===== src/rtl/mdc_delay_commutator.sv =====
`default_nettype none
// ============================================================================
// Module   : mdc_delay_commutator
// Brief    : Radix-2 MDC stage interconnect (upper delay, commutator, lower
//            delay) with phase counter, priming, frame alignment and bypass.
// Revision : 1.0  initial release
// ============================================================================
module mdc_delay_commutator #(
    parameter int WIDTH = 9,
    parameter int DEPTH = 8
) (
    input  logic             clk,
    input  logic             rst_n,
    input  logic             clear,
    input  logic             bypass,
    input  logic             in_valid,
    input  logic             in_sof,
    input  logic [WIDTH-1:0] up_in_re,
    input  logic [WIDTH-1:0] up_in_im,
    input  logic [WIDTH-1:0] low_in_re,
    input  logic [WIDTH-1:0] low_in_im,
    output logic [WIDTH-1:0] up_out_re,
    output logic [WIDTH-1:0] up_out_im,
    output logic [WIDTH-1:0] low_out_re,
    output logic [WIDTH-1:0] low_out_im,
    output logic             out_valid
);
    localparam int c_PHASE_W = $clog2(2*DEPTH);
    localparam int c_FILL_W  = $clog2(2*DEPTH+1);
    localparam int c_DW      = 2*WIDTH;
    localparam logic [c_FILL_W-1:0] c_FULL = c_FILL_W'(2*DEPTH);

    logic [c_PHASE_W-1:0] r_phase;
    logic [c_FILL_W-1:0]  r_fill;
    logic                 r_bypass_q;
    logic                 r_valid;
    logic [c_DW-1:0]      r_up;
    logic [c_DW-1:0]      r_low;
    logic [c_DW-1:0]      r_ud [DEPTH];
    logic [c_DW-1:0]      r_ld [DEPTH];

    logic                 w_clr;
    logic                 w_mdc_acc;
    logic                 w_primed;
    logic                 w_s;
    logic [c_PHASE_W-1:0] w_p;
    logic [c_DW-1:0]      w_u;
    logic [c_DW-1:0]      w_l;
    logic [c_DW-1:0]      w_ud;
    logic [c_DW-1:0]      w_ld;
    logic [c_DW-1:0]      w_x;
    logic [c_DW-1:0]      w_up;

    // A bypass level change flushes exactly like an explicit clear.
    assign w_clr     = clear | (bypass != r_bypass_q);
    assign w_mdc_acc = in_valid & ~w_clr & ~bypass;
    assign w_primed  = (r_fill == c_FULL);

    assign w_p  = in_sof ? '0 : r_phase;
    assign w_s  = w_p[c_PHASE_W-1];
    assign w_u  = {up_in_re, up_in_im};
    assign w_l  = {low_in_re, low_in_im};
    assign w_ud = r_ud[DEPTH-1];
    assign w_ld = r_ld[DEPTH-1];
    assign w_x  = w_s ? w_ud : w_l;
    assign w_up = w_s ? w_l : w_ud;

    always_ff @(posedge clk or negedge rst_n) begin
        if (!rst_n) begin
            r_phase    <= '0;
            r_fill     <= '0;
            r_bypass_q <= 1'b0;
            r_valid    <= 1'b0;
            r_up       <= '0;
            r_low      <= '0;
        end else begin
            r_bypass_q <= bypass;
            if (w_clr) begin
                r_phase <= '0;
                r_fill  <= '0;
                r_valid <= 1'b0;
            end else if (in_valid && bypass) begin
                r_valid <= 1'b1;
                r_up    <= w_u;
                r_low   <= w_l;
            end else if (in_valid) begin
                r_phase <= w_p + c_PHASE_W'(1);
                r_valid <= w_primed;
                if (w_primed) begin
                    r_up  <= w_up;
                    r_low <= w_ld;
                end else begin
                    r_fill <= r_fill + c_FILL_W'(1);
                end
            end else begin
                r_valid <= 1'b0;
            end
        end
    end

    // Delay storage is never observable before priming, so it carries no reset.
    always_ff @(posedge clk) begin
        if (w_mdc_acc) begin
            r_ud[0] <= w_u;
            r_ld[0] <= w_x;
            for (int i = 1; i < DEPTH; i++) begin
                r_ud[i] <= r_ud[i-1];
                r_ld[i] <= r_ld[i-1];
            end
        end
    end

    assign up_out_re  = r_up[c_DW-1:WIDTH];
    assign up_out_im  = r_up[WIDTH-1:0];
    assign low_out_re = r_low[c_DW-1:WIDTH];
    assign low_out_im = r_low[WIDTH-1:0];
    assign out_valid  = r_valid;

endmodule
`default_nettype wire


===== config.mk =====
export PLATFORM = sky130hd
export DESIGN_NAME = mdc_delay_commutator
export DESIGN_NICKNAME = d
export VERILOG_FILES = /design/src/rtl/mdc_delay_commutator.sv
export SDC_FILE = /design/constraint.sdc
export NUM_CORES = 1
export LEC_CHECK = 0
export BUFFER_PORTS_ARGS = -buffer_cell sky130_fd_sc_hd__buf_2
export CORE_MARGIN = 5
export CORE_UTILIZATION = 36
export CTS_BUF_LIST = sky130_fd_sc_hd__clkbuf_4
export CTS_CLUSTER_SIZE = 14
export DETAILED_ROUTE_END_ITERATION = 12
export PLACE_DENSITY = 0.62
export SLEW_MARGIN = 20
export SYNTH_ARGS = -nofsm -noshare
export SYNTH_HDL_FRONTEND = slang
export SYNTH_SLANG_ARGS = --single-unit

===== constraint.sdc =====
create_clock -name clk -period 23.2 [get_ports clk]
set_clock_uncertainty 0.1 [all_clocks]
set_input_delay 0 -clock clk [delete_from_list [all_inputs] [get_ports clk]]
set_output_delay 0 -clock clk [all_outputs]
set_load 0.02 [all_outputs]

==> summary.txt <==
placed cell count -> 1,079
placer's final routability congestion estimate -> 0.684
Slew Viols, Final -> 0
most common cell after layout, fill and taps aside -> edfxtp_1
die boundary width -> 190 um
Area contributors post-synth -> edfxtp_1 74%, dfrtp_1 10%, mux2_2 4.2%
worst flop-to-flop path endpoint -> r_ud[0][6]
crit path buf inv count -> 2
Final ANT Viol Nets -> 0
Seq/Total Area, Yosys -> 0.842
CTS root buf -> clkbuf_4
CTS Buf Count -> 86
GRT overflow -> 0
routed len/inst -> 15.4 um
syn_area_per_cell -> 20.3 um2
post-synthesis register bit count -> 335
EDFF count, synth -> 288
setup TNS -> 0 ns
synth unique cells -> 32
CTS H-tree lvls -> 3
DIE HEIGHT -> 190 um
dominant cell type by area after synthesis -> edfxtp_1
nets -> 831
Tmin final -> 3.82 ns
CP Class -> flop to flop
Worst-Skew Late Latency -> 0.67 ns
FF-to-FF path depth -> 5
die area -> 36,100 um2
DR pass1 iterations -> 4
cell family with most CP delay -> buffers and inverters
Worst Path Arrival -> 3.99 ns
hold depth -> 3
post-CTS sizing -> 0
max incr delay on CP -> 0.88 ns
worst setup margin -> 19.38 ns
Hold Path Sink -> r_ld[0][5]
P&R area growth vs syn -> 22.8%
initial drt markers -> 449
RSZ-0062 raised after global routing -> false
r2r setup slk -> 19.38 ns
detailed-route via count -> 5,772
core area -> 32,300 um2
first-pass GRT wire length -> 31,900 um
clk sinks -> 335
Primary FF master, synth -> edfxtp_1
Critical Path Sink Type -> flop
CP required -> 23.37 ns
largest net degree at the start of global routing -> 85
Post-DP HPWL -> 12,100 um
via density per instance -> 4.45
fin util -> 0.444
status -> completed
Worst VDD drop -> 36.2 uV
min-delay src -> low_in_im[5]
layout cells sized above 1 -> 0.338
fin cells -> 1,298
hold crit path type -> input port to flop
Rel. slew slack -> 0.317
Total Routing Usage GR -> 0.112
Lkg Pwr -> 5.18 nW
final setup fails -> 0
Final period util -> 0.165
input/output buffers -> 78
CTS tree -> yes
setup bufs post-CTS -> 0
Post-Syn Nets -> 621
Longest Clk Path Bufs -> 3
Hold Slack -> 0.132 ns
Post-Synthesis Cells -> 576
IO Pins -> 79
WL final -> 20,000 um
Slew @ Worst Pin -> 1.02 ns
hold buffer count at cts -> 61
Slowest-stage cell, CP -> buf_4
most frequent cells in the layout -> 288 x edfxtp_1, 136 x clkbuf_4, 78 x buf_2
# rows -> 66
cell repeated most along the worst path -> buf_4
final hold vios -> 0
worst-path maximum fanout -> 82
post-place setup slack -> 19.37 ns
Async SR Flop Fraction -> 0.140
Initial Utilization -> 0.362
reg2reg start -> r_bypass_q
crit-path cells -> xnor2_2, nand2b_1, nor2_4, buf_4, buf_4
highest clock rate -> 0.262 GHz
vias in the first global route -> 6,045
initial antenna violation count -> 2
mapped cell area -> 11,700 um2
maxcap violations -> 0
clock-pin slew on the worst setup and hold paths -> 0.06 ns
Pwr Density -> 91.2 nW/um2
startpoint type of the worst setup path -> flop
top cell type's share of synthesized area -> 0.741
DRC Markers -> 0
yosys warns -> 0
==> registers in the layout (all words and copies together) (netlist names) <==
register / flops
out_valid: 1
r_ld: 144
r_up: 18
r_low: 18
r_fill: 5
r_phase: 4
r_ud: 144
r_bypass_q: 1
==> cell type report <==
class / instances / area, um2
well taps: 442 / 553
fillers: 2821 / 17900
inverters: 21 / 78.8
multi-input cells: 195 / 1640
clock buffers: 136 / 1020
flip-flops and latches: 335 / 9820
diodes: 2 / 5.00
clock inverters: 20 / 161
repair buffers: 147 / 1060
==> worst max path at each step <==
stage	startpoint	to	slack, ns	cells past startpoint
6_report	r_bypass_q	r_ud[0][6]	19.38	5
3_3_place_gp	r_bypass_q	r_ld[1][49]	19.48	5
3_5_place_dp	r_bypass_q	r_ld[1][68]	19.37	5
2_1_floorplan	r_bypass_q	r_ld[0][0]	9.22	5
5_1_grt	r_bypass_q	r_ld[0][20]	18.99	5
4_1_cts	r_bypass_q	r_ld[0][20]	19.34	5
==> power by group <==
part | total, mW | leakage (nW) | switching (mW) | internal (mW)
clock network | 0.519 | 0.707 | 0.220 | 0.299
registers | 0.692 | 3.20 | 0.0130 | 0.679
logic | 0.0962 | 1.27 | 0.0568 | 0.0394
total | 1.31 | 5.18 | 0.290 | 1.02
==> worst min-delay path, stage by stage <==
cell and delay (ns):
dlygate4sd3_1 0.52, buf_2 0.13, mux2_2 0.15
==> synth_stat cells (all sizes together) (2+ instances only) <==
cell type / instances
a21oi: 8
nand2b: 21
dfrtp: 47
or4: 2
nand3b: 2
a211oi: 19
and3b: 18
nor2: 4
o21ai: 8
o32ai: 18
nand2: 5
ha: 3
buf: 18
nand3: 19
clkbuf: 7
inv: 21
mux2: 54
nor2b: 3
and2: 2
edfxtp: 288
or3: 3
==> logic make-up (layout without fill, tap and decap cells) <==
group / count (synthesis) / after routing / synth area share
mux: 54 / 54 / 0.0553
fa+ha+maj: 3 / 3 / 0.00322
buf+inv: 46 / 324 / 0.0196
flops: 335 / 335 / 0.842
other cells: 0 / 2 / 0
compound gates: 55 / 55 / 0.0340
xor+xnor: 1 / 1 / 0.000750
simple gates: 82 / 82 / 0.0456
==> stage by stage <==
step                total power [mW]  cell area [um2]
finish                          1.31            14300
global route                    1.38            14300
CTS                             1.33            14300
detailed placement             0.795            12500
global placement               0.792            12500
floorplan                      0.762            11700
==> routing by layer <==
metal | wire [um] | global-route usage | share of wire | vias up
met4 | 411 | 0.0559 | 0.021 | 0
met5 | 0 | 0 | 0 | -
met2 | 9310 | 0.169 | 0.47 | 176
met3 | 1380 | 0.0358 | 0.069 | 29
li1 | - | - | - | 2729
met1 | 8870 | 0.147 | 0.44 | 2838
(Power assumes the default switching activity.)
